## src/rtl/clk_rst_pkg.sv

```systemverilog
// Shared definitions for the reset sequencer: FSM encoding, default timing
// constants and a constant-evaluable ceil(log2) helper.
package clk_rst_pkg;

    typedef enum logic [1:0] {
        WAIT_LOCK = 2'd0,
        STABLE    = 2'd1,
        RELEASE   = 2'd2,
        RUN       = 2'd3
    } state_t;

    localparam int DEF_LOCK_STABLE = 1024;
    localparam int DEF_SEQ_GAP     = 16;

    // ceil(log2(n)); returns 0 for n <= 1.
    function automatic int clog2(input int n);
        int r;
        r = 0;
        for (int v = n - 1; v > 0; v = v >> 1) begin
            r++;
        end
        return r;
    endfunction

endpackage

```

## src/rtl/clk_ce_div.sv

```systemverilog
// Single-channel clock-enable divider: one-cycle strobe every r cycles,
// r = max(ratio, 1), with the ratio sampled on release and at every wrap.
module clk_ce_div #(
    parameter int DIV_W = 8
) (
    input  logic             clk_100Mhz,
    input  logic             reset,
    input  logic             ch_rst,
    input  logic [DIV_W-1:0] ratio,
    output logic             ce
);

    logic             active;
    logic [DIV_W-1:0] cnt;
    logic [DIV_W-1:0] r_q;
    logic [DIV_W-1:0] r_eff;

    assign r_eff = (ratio == '0) ? DIV_W'(1) : ratio;

    // ch_rst is the value the channel reset takes at this edge, so the
    // divider clears (and starts) on the very edge the reset changes.
    always_ff @(posedge clk_100Mhz or posedge reset) begin
        if (reset) begin
            active <= 1'b0;
            cnt    <= '0;
            r_q    <= '0;
            ce     <= 1'b0;
        end else if (ch_rst) begin
            active <= 1'b0;
            cnt    <= '0;
            r_q    <= '0;
            ce     <= 1'b0;
        end else if (!active) begin
            active <= 1'b1;
            cnt    <= '0;
            r_q    <= r_eff;
            ce     <= 1'b0;
        end else if (cnt == r_q - DIV_W'(1)) begin
            cnt    <= '0;
            r_q    <= r_eff;
            ce     <= 1'b1;
        end else begin
            cnt    <= cnt + DIV_W'(1);
            ce     <= 1'b0;
        end
    end

endmodule

```

## src/rtl/clk_rst_seq.sv

```systemverilog
// Reset sequencer: debounces PLL lock, releases per-channel resets in order
// SEQ_GAP cycles apart, and drives a programmable clock-enable per channel.
module clk_rst_seq
    import clk_rst_pkg::*;
#(
    parameter int NUM_CH      = 3,
    parameter int DIV_W       = 8,
    parameter int LOCK_STABLE = DEF_LOCK_STABLE,
    parameter int SEQ_GAP     = DEF_SEQ_GAP
) (
    input  logic                    clk_100Mhz,
    input  logic                    reset,
    input  logic                    pll_locked,
    input  logic [NUM_CH*DIV_W-1:0] div_ratio,
    output logic [NUM_CH-1:0]       ch_reset,
    output logic [NUM_CH-1:0]       ch_ce,
    output logic                    all_ready,
    output logic [7:0]              lock_lost_cnt,
    output state_t                  fsm_state
);

    localparam int SW = (clog2(LOCK_STABLE + 1) > 0) ? clog2(LOCK_STABLE + 1) : 1;
    localparam int GW = (SEQ_GAP > 1) ? clog2(SEQ_GAP) : 1;
    localparam int IW = (NUM_CH > 1) ? clog2(NUM_CH) : 1;

    localparam logic [NUM_CH-1:0] CH_ONE   = NUM_CH'(1);
    localparam logic [SW-1:0]     STAB_END = SW'(LOCK_STABLE);
    localparam logic [GW-1:0]     GAP_END  = GW'(SEQ_GAP - 1);
    localparam logic [IW-1:0]     IDX_LAST = IW'(NUM_CH - 1);

    logic        sync1, lk_s;
    state_t      state, state_n;
    logic [SW-1:0] stab_cnt, stab_n;
    logic [GW-1:0] gap_cnt, gap_n;
    logic [IW-1:0] idx, idx_n;
    logic [NUM_CH-1:0] reset_n;
    logic        ready_n;
    logic [7:0]  lost_n;
    logic        lose;

    assign fsm_state = state;

    always_ff @(posedge clk_100Mhz or posedge reset) begin
        if (reset) begin
            sync1         <= 1'b0;
            lk_s          <= 1'b0;
            state         <= WAIT_LOCK;
            stab_cnt      <= '0;
            gap_cnt       <= '0;
            idx           <= '0;
            ch_reset      <= '1;
            all_ready     <= 1'b0;
            lock_lost_cnt <= '0;
        end else begin
            sync1         <= pll_locked;
            lk_s          <= sync1;
            state         <= state_n;
            stab_cnt      <= stab_n;
            gap_cnt       <= gap_n;
            idx           <= idx_n;
            ch_reset      <= reset_n;
            all_ready     <= ready_n;
            lock_lost_cnt <= lost_n;
        end
    end

    always_comb begin
        state_n = state;
        stab_n  = stab_cnt;
        gap_n   = gap_cnt;
        idx_n   = idx;
        reset_n = ch_reset;
        ready_n = all_ready;
        lost_n  = lock_lost_cnt;
        lose    = 1'b0;
        case (state)
            WAIT_LOCK: begin
                reset_n = '1;
                ready_n = 1'b0;
                stab_n  = '0;
                gap_n   = '0;
                idx_n   = '0;
                if (lk_s) begin
                    state_n = STABLE;
                    stab_n  = SW'(1);
                end
            end
            STABLE: begin
                if (!lk_s) begin
                    lose = 1'b1;
                end else if (stab_cnt == STAB_END) begin
                    reset_n[0] = 1'b0;
                    stab_n     = '0;
                    gap_n      = '0;
                    if (NUM_CH == 1) begin
                        state_n = RUN;
                        ready_n = 1'b1;
                    end else begin
                        state_n = RELEASE;
                        idx_n   = IW'(1);
                    end
                end else begin
                    stab_n = stab_cnt + SW'(1);
                end
            end
            RELEASE: begin
                if (!lk_s) begin
                    lose = 1'b1;
                end else if (gap_cnt == GAP_END) begin
                    reset_n = ch_reset & ~(CH_ONE << idx);
                    gap_n   = '0;
                    if (idx == IDX_LAST) begin
                        state_n = RUN;
                        ready_n = 1'b1;
                        idx_n   = '0;
                    end else begin
                        idx_n = idx + IW'(1);
                    end
                end else begin
                    gap_n = gap_cnt + GW'(1);
                end
            end
            RUN: begin
                if (!lk_s) lose = 1'b1;
            end
            default: state_n = WAIT_LOCK;
        endcase

        // Loss while debouncing only restarts; later losses are counted.
        if (lose) begin
            state_n = WAIT_LOCK;
            reset_n = '1;
            ready_n = 1'b0;
            stab_n  = '0;
            gap_n   = '0;
            idx_n   = '0;
            if (state != STABLE && lock_lost_cnt != 8'hFF) begin
                lost_n = lock_lost_cnt + 8'd1;
            end
        end
    end

    for (genvar i = 0; i < NUM_CH; i++) begin : g_div
        clk_ce_div #(
            .DIV_W(DIV_W)
        ) u_div (
            .clk_100Mhz(clk_100Mhz),
            .reset     (reset),
            .ch_rst    (reset_n[i]),
            .ratio     (div_ratio[i*DIV_W +: DIV_W]),
            .ce        (ch_ce[i])
        );
    end

endmodule

```

## config.mk

```make
export PLATFORM = sky130hd
export DESIGN_NAME = clk_rst_seq
export DESIGN_NICKNAME = d
export VERILOG_FILES = /design/src/rtl/clk_rst_pkg.sv /design/src/rtl/clk_ce_div.sv /design/src/rtl/clk_rst_seq.sv
export SDC_FILE = /design/constraint.sdc
export NUM_CORES = 1
export LEC_CHECK = 0
export CAP_MARGIN = 15
export CELL_PAD_IN_SITES_DETAIL_PLACEMENT = 1
export CELL_PAD_IN_SITES_GLOBAL_PLACEMENT = 1
export CORE_UTILIZATION = 30
export DETAILED_ROUTE_END_ITERATION = 8
export PLACE_DENSITY = 0.55
export RECOVER_POWER = 25
export SLEW_MARGIN = 0
export SYNTH_ARGS = -nofsm -noshare
export SYNTH_HDL_FRONTEND = slang
export SYNTH_SLANG_ARGS = --single-unit
```

## constraint.sdc

```tcl
create_clock -name clk_100Mhz -period 3.15 [get_ports clk_100Mhz]
set_input_delay 0.4725 -clock clk_100Mhz [delete_from_list [all_inputs] [get_ports clk_100Mhz]]
set_output_delay 0.4725 -clock clk_100Mhz [all_outputs]
set_load 0.005 [all_outputs]
```

# Word-level counts from Yosys, hierarchy flattened
# Index checks and enable logic that the tools add are counted.
# classes
addsub,10
eq_ne,20
shift,1
mux,73
bitwise_logic,2
n_reduce_logical,15
# ops
cell,count
$mux 8,21
$mux 11,3
$add 8x1->8 const B,4
$ne 3x3->1 const B,9
$mux 2,13
$eq 8x8->1,3
$logic_not 8->1,3
$sub 8x1->8 const B,3
$pmux 11 s2,1
$mux 1,21
$mux 4,5
$pmux 2 s3,2
$pmux 4 s3,1
$add 11x1->11 const B,1
$eq 11x11->1 const B,1
$mux 3,3
$ne 8x8->1 const B,1
$reduce_and 4->1,2
$reduce_and 7->1,1
$eq 2x2->1 const B,3
$reduce_bool 3->1,2
$reduce_and 5->1,1
$add 4x1->4 const B,1
$eq 4x4->1 const B,1
other kinds (14),15
# word_totals
register_bits,87
in_bits,27
output_inout_bits,17
word_cells,142

# Longest topological paths before layout
# Gate-level depths: netlist of run 1.
# depth
ltp_word,8
depth_mapped,10
ltp_nobuf,8

# By module
# From an unflattened synthesis of run 1, not the netlist that was laid out.
# hier_totals
cells_unflattened,500
hier_area_um2,5002.3
# by_module_without_submodules
module,n_inst,cells_each,area_per_inst_um2,seq_area_each_um2
clk_ce_div (g_div[0].u_div ...),2,98,1018.5,450.4
clk_rst_seq,1,193,1860.5,829.5
clk_ce_div (g_div[1].u_div),1,111,1104.8,450.4

# Worst setup path before layout of run 1
# Ideal clock, no wire load.
# synth_timing
path_type,register to register
startpoint,"register state[0], in the netlist fsm_state[0]"
endpoint,register g_div[1].u_div.r_q[0]
setup_time_ps,79
arrival_ps,2246
required_time_ps,3071
path_slack_ps,825
stages_incl_launch_ff,11
path_buffers,2
period_less_slack_ps,2325
cell_sequence,dfrtp_1 inv_1 ha_1 clkbuf_1 nor2b_1 nand3_1 a21oi_1 nand2_1 a31oi_2 buf_2 mux2i_1
# synth_via
elab_chain_len,5
word_cells_on_any_way,10
cone_classes,eq/ne: 4; mux: 4; reduce/logical: 2
# synth_lines
element,line,rtl
from (decl),clk_rst_seq.sv:32,"state_t state, state_n;"
from (signal assigned),clk_rst_seq.sv:57,state <= state_n;
$eq 2x2->1 / $eq 2x1->1 (equally long branches),clk_rst_seq.sv:76,case (state)
$reduce_or 3->1 (no source line),-,
$mux 1,-,
$mux 3 *,clk_rst_seq.sv:130,if (lose) begin
$ne 3x3->1 (no source line) / $mux 8 (equally long branches),-,
to (signal assigned),clk_ce_div.sv:36,r_q <= r_eff;
to (signal assigned),clk_ce_div.sv:40,r_q <= r_eff;
to (decl),clk_ce_div.sv:15,logic [DIV_W-1:0] r_q;
# Every way passes the cells marked *; elsewhere a longest branch is shown, timed or not.
# A chain may end at the register's enable or synchronous reset.

# Final worst setup path of run 1
# layout_timing
startpoint,register g_div[0].u_div.r_q[0]
endpoint,register g_div[0].u_div.r_q[0]
# layout_via
elab_chain_len,3
# layout_lines
element,line,rtl
from (decl),clk_ce_div.sv:15,
from (signal assigned),clk_ce_div.sv:36,
from (signal assigned),clk_ce_div.sv:40,
$sub 8x1->8,clk_ce_div.sv:38,end else if (cnt == r_q - DIV_W'(1)) begin
$eq 8x8->1,clk_ce_div.sv:38,
$ne 3x3->1 (no source line),-,
# No other way between the ends.

==> results.md, run 1 <==
* Worst-Margin Slew at 1.20 ns
* Mapped Area at between 4000 and 5000 um2
* Leakage at between 2 and 2.5 nW
* Setup_tns at 0 ns
* Mux cell area share after synthesis at 2.71%
* Final period util at 83.5%
* IO Port Bufs at 43
* Clock slew at reported path FFs at 0.06 ns
* Fillers at 1,805
* Layout cells sized above 1 at 7.58%
* PwrDens at around 620 nW/um2
* Clk Latency, worst-skew pair at approximately 0.35 ns
* Largest net degree at the start of global routing at 47
* Arr. time, crit path at 2.81 ns
* Post-DR wirelength/cell at 15.1 um
* Status: complete, no violations
* DR vias at 3,849
* Ys Warns at 0
* Largest family of logic cells by synthesized area: simple AND/OR/NAND/NOR gates
* TritonCTS clock tree: done
* Post-Synth XOR/XNOR Area at 9.57%
* Initial antenna violation count at 0
* Share of the yosys chip area belonging to registers at approximately 45%
* Most common cell after layout, fill and taps aside: dfrtp_1
* Core ar. at 15,800 um2
* # DRC at 0
* Slew margin rel. at 20.0%
* Critical path class: flip-flop to flip-flop
* Vias in the first global route at roughly 4,000
* Crit-path max FO at 11
* Post-synth EDFFs at 0
* Routed Antenna Nets at 0
* Top_reg_cell synth: dfrtp_1
* Via-to-Cell Ratio at about 5
* # resized after CTS at 0
* Nets at 590
* GRT Util Overall at 15.1%
* Required time worst endpoint at 3.33 ns
* TritonCTS Sinks at 87
* Placer Congestion at 0.780
* H-tree levels at 3
* TritonCTS Buffers at 9
* Fin crit period at about 2.6 ns
* Max Cap Viol at 0
* Initial Util at 30.6%
* Hold Fails Final Rpt at 0
* Post-CTS setup buffers at 0
* Post-detail-place hpwl at 8440 um
* CTS root buf: clkbuf_16
* Post-Synth Adder-Cell Area at 3.61%
* GRT Residual Overflow at 0
* Startpoint Class: flip-flop
* FMAX at 0.380 GHz
* Area delta synth->final at 20.3%
* Fraction of registers with async set or reset after synthesis at 100%
* Worst Setup End Kind: flip-flop
* Synth unique cells at 65
* Chip width at 129 um
* Post-layout util at 36.9%
* Die height at about 130 um
* Final Routed Wirelength at 11,600 um
* Compound-Gate Fraction of Synth Area at 12.4%
* DRT Pass-1 Iters at 4
* Row count at 46
* Synth Area in Simple Gates at 22.7%
* RSZ-0062 raised after global routing: false
* Syn_nets at 548
* Slew Limit Fails at 0
* Most frequent cells in the layout: dfrtp_1, clkdlybuf4s50_1, nand3_1
* Area of the die at 16,700 um2
* Hold buffers post-CTS at 0
* N_diodes at 0
* I/O Pins at 44
* Syn avg cell area at 9.56 um2
* First-pass GRT wire length at a little under 20,000 um
* CTS max path bufs at 2
* Multi-input logic area at 2470 um2
* Final Setup Violations at 0
* Initial DRC Count at 183
* Cells after Synth at 507
* Register area at 2180 um2
* Hold Crit Class: flip-flop to flip-flop
* VDD IR-drop max at 0.273 mV
* Post-synthesis register bit count at 87
* Final setup skew at 0.00630 ns
==> cell type report <==
| class | instances | area share [%] |
|---|---|---|
| Clock buffer | 9 | 3.86 |
| Clock inverter | 7 | 1.65 |
| Inverter | 26 | 1.69 |
| Multi-Input combinational cell | 374 | 42.4 |
| Sequential cell | 87 | 37.4 |
| Tap cell | 216 | 4.63 |
| Timing Repair Buffer | 51 | 8.37 |
==> power by group <==
group / internal [mW] / switching [mW] / leakage [nW] / total [mW]
Sequential: 1.23 / 0.159 / 1.18 / 1.39
Combinational: 0.468 / 0.610 / 1.09 / 1.08
Clock: 0.696 / 0.477 / 0.148 / 1.17
==> cells in the mapped netlist, types with 2 or more instances <==
| cell | instances | area (um2) |
|---|---|---|
| buf_2 | 2 | 10.0 |
| or4_1 | 4 | 30.0 |
| dfstp_2 | 3 | 78.8 |
| o21ai_1 | 24 | 120 |
| nor2_1 | 38 | 143 |
| buf_4 | 3 | 22.5 |
| o32ai_1 | 2 | 17.5 |
| and3_1 | 12 | 75.1 |
| a311oi_1 | 2 | 17.5 |
| and4_1 | 3 | 26.3 |
| nand4_1 | 9 | 56.3 |
| nand3_2 | 2 | 20.0 |
| inv_1 | 25 | 93.8 |
| dfrtp_1 | 84 | 2100 |
| nand4b_1 | 3 | 26.3 |
| mux2i_1 | 12 | 120 |
| o31ai_1 | 7 | 52.6 |
| a22oi_1 | 2 | 15.0 |
| and2_1 | 11 | 68.8 |
| o41ai_1 | 3 | 26.3 |
| nand3_1 | 39 | 195 |
| or3b_1 | 2 | 17.5 |
| clkbuf_1 | 14 | 52.6 |
| ha_1 | 14 | 175 |
| or3_1 | 2 | 12.5 |
| nor2b_1 | 7 | 43.8 |
| a31oi_1 | 4 | 25.0 |
| and3b_1 | 2 | 17.5 |
| nand2b_1 | 7 | 43.8 |
| o21a_1 | 2 | 15.0 |
| o21ai_0 | 12 | 60.1 |
| a21oi_1 | 18 | 90.1 |
| nor3_1 | 13 | 65.1 |
| nand2_1 | 32 | 120 |
| nor4_1 | 6 | 37.5 |
| xor2_1 | 22 | 193 |
| xnor2_1 | 31 | 272 |
| or4_4 | 2 | 22.5 |
==> state kept, by name, summed over array words and instances (netlist names) <==
register            flops
gap_cnt                 4
g_div.u_div.r_q        24
all_ready               1
fsm_state               2
stab_cnt               11
g_div.u_div.ce          3
g_div.u_div.cnt        24
sync1                   1
ch_reset                3
lk_s                    1
lock_lost_cnt           8
idx                     2
g_div.u_div.active      3
==> final timing paths <==
check                      slack (ns)                   from  cells after the start                     to
max                              0.52  g_div[0].u_div.r_q[0]                      8  g_div[0].u_div.r_q[0]
max reg2reg                      0.52  g_div[0].u_div.r_q[0]                      8  g_div[0].u_div.r_q[0]
max in group asynchronous        0.73                  reset                      3  g_div[0].u_div.cnt[5]
min in group asynchronous        0.77                  reset                      2  g_div[1].u_div.cnt[3]
min                              0.37                  sync1                      0                   lk_s
min reg2reg                      0.37                  sync1                      0                   lk_s
==> per-stage QoR <==
step | setup WS (ns) | hold slack [ns] | instances | cell area, um2 | total power, mW
finish | 0.518 | 0.367 | 770 | 5830 | 3.64
global route | 0.185 | 0.378 | 770 | 5830 | 3.88
CTS | 0.454 | 0.368 | 770 | 5850 | 3.70
detailed placement | 0.470 | 0.342 | 754 | 5530 | 2.51
global placement | 0.596 | 0.342 | 754 | 5530 | 2.48
floorplan | 0.432 | 0.331 | 507 | 4850 | 2.13
==> per-layer routing <==
| metal | GRT usage [%] | wire (um) | up-vias | part of all wire (%) |
|---|---|---|---|---|
| li1 | - | - | 1881 | - |
| met1 | 19.7 | 5540 | 1909 | 48 |
| met2 | 24.7 | 5580 | 41 | 48 |
| met3 | 2.68 | 251 | 18 | 2.2 |
| met4 | 6.71 | 231 | 0 | 2.0 |
| met5 | 0 | 0 | - | 0 |
==> logic make-up (layout without fill, tap and decap cells) <==
family / after synthesis / after routing
buffers and inverters: 46 / 93
and+or+nand+nor: 203 / 203
adders and majority gates: 14 / 14
muxes: 13 / 13
AOI/OAI and AO/OA: 91 / 91
xor gates and xnor gates: 53 / 53
DFF: 87 / 87
==> critical path, stage by stage (launching register included) <==
cell and delay [ns]:
dfrtp_1 0.41, inv_1 0.10, ha_1 0.23, or3b_1 0.39
nor3_1 0.19, xnor2_1 0.13, a2111o_1 0.56, a221oi_1 0.36
a311oi_1 0.09
Power figures use the tool's default switching activity.
==> run 2: changes to the inputs <==
--- a/config.mk
+++ b/config.mk
@@ -10,7 +10,7 @@
 export CELL_PAD_IN_SITES_GLOBAL_PLACEMENT = 1
 export CORE_UTILIZATION = 30
 export DETAILED_ROUTE_END_ITERATION = 8
-export PLACE_DENSITY = 0.55
+export PLACE_DENSITY = 0.57
 export RECOVER_POWER = 25
 export SLEW_MARGIN = 0
 export SYNTH_ARGS = -nofsm -noshare
==> constraint.sdc (replaced) <==
create_clock -name clk_100Mhz -period 2.3 [get_ports clk_100Mhz]
set_input_delay 0.345 -clock clk_100Mhz [delete_from_list [all_inputs] [get_ports clk_100Mhz]]
set_output_delay 0.345 -clock clk_100Mhz [all_outputs]
set_load 0.005 [all_outputs]
==> results.md, run 2 (same netlist as run 1, synthesis figures left out) <==
* Status: finished with violations
* Failing checks: setup timing
* # DRC at 0
* Worst r2r dst: g_div[0].u_div.r_q[0]
* GRT Util Overall at 15.7%
* Hold buffers post-CTS at 0
* Post-DR wirelength/cell at 15.1 um
* Final setup skew at 0.00605 ns
* Reg-to-Reg Start: g_div[0].u_div.r_q[0]
* Clk Latency, worst-skew pair at 0.35 ns
* GRT Residual Overflow at 0
* Flop-to-flop setup slack at -0.04 ns
* DR vias at about 4,000
* CTS root buf: clkbuf_16
* Hold Path End: lk_s
* Post-detail-place hpwl at 8790 um
* Crit path buf inv count at 2
* Biggest regs: g_div.u_div.cnt (24), g_div.u_div.r_q (24), stab_cnt (11)
* Arr. time, crit path at ~2.6 ns
* Startpoint Class: flip-flop
* Via-to-Cell Ratio at 4.94
* Most common cell on crit path: a311oi_2
* Vias in the first global route at around 4,200
* Initial Util at just over 30%
* Area post-placement at 5770 um2
* TritonCTS Sinks at 87
* TritonCTS clock tree: done
* Hold_ws at 0.351 ns
* Placer Congestion at 0.786
* Final period util at 102%
* Hold Crit Class: flip-flop to flip-flop
* Worst Setup End Kind: flip-flop
* Top delay family on crit path: compound AO/OA/AOI/OAI gates
* Worst setup margin at -0.0365 ns
* Routed Antenna Nets at 0
* Fin area at 6370 um2
* Fin crit period at 2.34 ns
* Most common cell after layout, fill and taps aside: dfrtp_1
* Layout cells sized above 1 at 18.1%
* Critical path class: flip-flop to flip-flop
* TritonCTS Buffers at 9
* Final Setup Violations at 2
* I/O Pins at 44
* First-pass GRT wire length at just over 20,000 um
* Nets at around 630
* Clock slew at reported path FFs at 0.06 ns
* FMAX at 0.428 GHz
* Max stage delay on crit path at around 0.49 ns
* H-tree levels at 3
* RSZ-0062 raised after global routing: true
* Initial antenna violation count at 0
* Crit-path max FO at 10
* Leakage at between 2 and 3 nW
* Critical path, cell by cell: buf_4 > or4_4 > and4bb_1 > a311oi_2 > a2111o_1 > buf_6 > a311oi_2
* Die height at roughly 130 um
* Final Routed Wirelength at 12,200 um
* IO Port Bufs at 43
* Slowest cell on crit path: a2111o_1
* Hold Fails Final Rpt at 0
* Required time worst endpoint at 2.56 ns
* PwrDens at 864 nW/um2
* Reg2Reg Depth at 7
* Worst-Margin Slew at 1.05 ns
* Area delta synth->final at 31.3%
* Row count at between 40 and 50
* CTS max path bufs at 2
* Area of the die at 16,700 um2
* Slew margin rel. at between 20% and 30%
* N_diodes at 0
* Most frequent cells in the layout: dfrtp_1, clkdlybuf4s50_1, nand3_1
* Initial DRC Count at approximately 160
* Largest net degree at the start of global routing at 38
* Chip width at 129 um
* Max Cap Viol at 0
* Core ar. at 15,800 um2
* Hold wc startpoint: sync1
* Fillers at ~1,800
* Hold depth at 0
* DRT Pass-1 Iters at 6
* Post-layout util at 40.2%
* Slew Limit Fails at 0
* VDD IR-drop max at 0.452 mV
* Setup_tns at -0.0370 ns
-- run 2: how the worst max path moves through the flow --
stage / from / to / cells past startpoint
floorplan: fsm_state[0] / g_div[1].u_div.r_q[0] / 10
global placement: g_div[0].u_div.r_q[1] / g_div[0].u_div.r_q[0] / 6
detailed placement: g_div[0].u_div.r_q[0] / g_div[0].u_div.r_q[7] / 9
CTS: g_div[0].u_div.r_q[1] / g_div[0].u_div.r_q[7] / 7
global route: g_div[0].u_div.r_q[0] / g_div[0].u_div.r_q[0] / 7
finish: g_div[0].u_div.r_q[0] / g_div[0].u_div.r_q[0] / 7
-- run 2: cell type report --
type	count	area [um2]	share of cell area, %
clock buffer	10	239	3.75
clock inverter	6	108	1.69
inverter	26	98.8	1.55
multi-input combinational	375	2650	41.6
sequential	87	2180	34.3
tap	216	270	4.25
timing repair buffer	87	820	12.9
-- run 2: worst register-to-register path: stages, from the launching register on --
cell,delay (ns)
dfrtp_1,0.40
buf_4,0.14
or4_4,0.42
and4bb_1,0.31
a311oi_2,0.07
a2111o_1,0.49
buf_6,0.16
a311oi_2,0.25
-- run 2: power by group --
group / total [mW] / leakage [nW] / switching, mW / internal (mW)
logic: 1.91 / 1.33 / 0.995 / 0.918
registers: 1.88 / 1.18 / 0.190 / 1.69
clock network: 1.71 / 0.168 / 0.622 / 1.09
total: 5.50 / 2.68 / 1.81 / 3.69
-- run 2: per-stage QoR --
stage | setup slack (ns) | total power [mW] | instances
after floorplan | 0.0649 | 2.92 | 507
after global placement | 0.0517 | 3.57 | 781
after detailed placement | -0.0368 | 3.62 | 781
after CTS | 0.000468 | 5.41 | 798
after global routing | -0.120 | 5.86 | 807
final | -0.0365 | 5.50 | 807
-- run 2: repair_timing --
action | 4_1_cts | 5_1_grt
endpoints found under the setup margin | 26 | 52
buffers inserted | 0 | 10
pin swaps | 5 | 22
cloned | 1 | 0
hold endpoints to repair | 0 | 0
gates resized for setup | 5 | 31
-- run 2: routing by layer --
layer	routed length (um)	global-route usage, %
met1	5660	19.3
met4	159	5.26
met5	0	0
met3	278	3.55
met2	6070	26.9
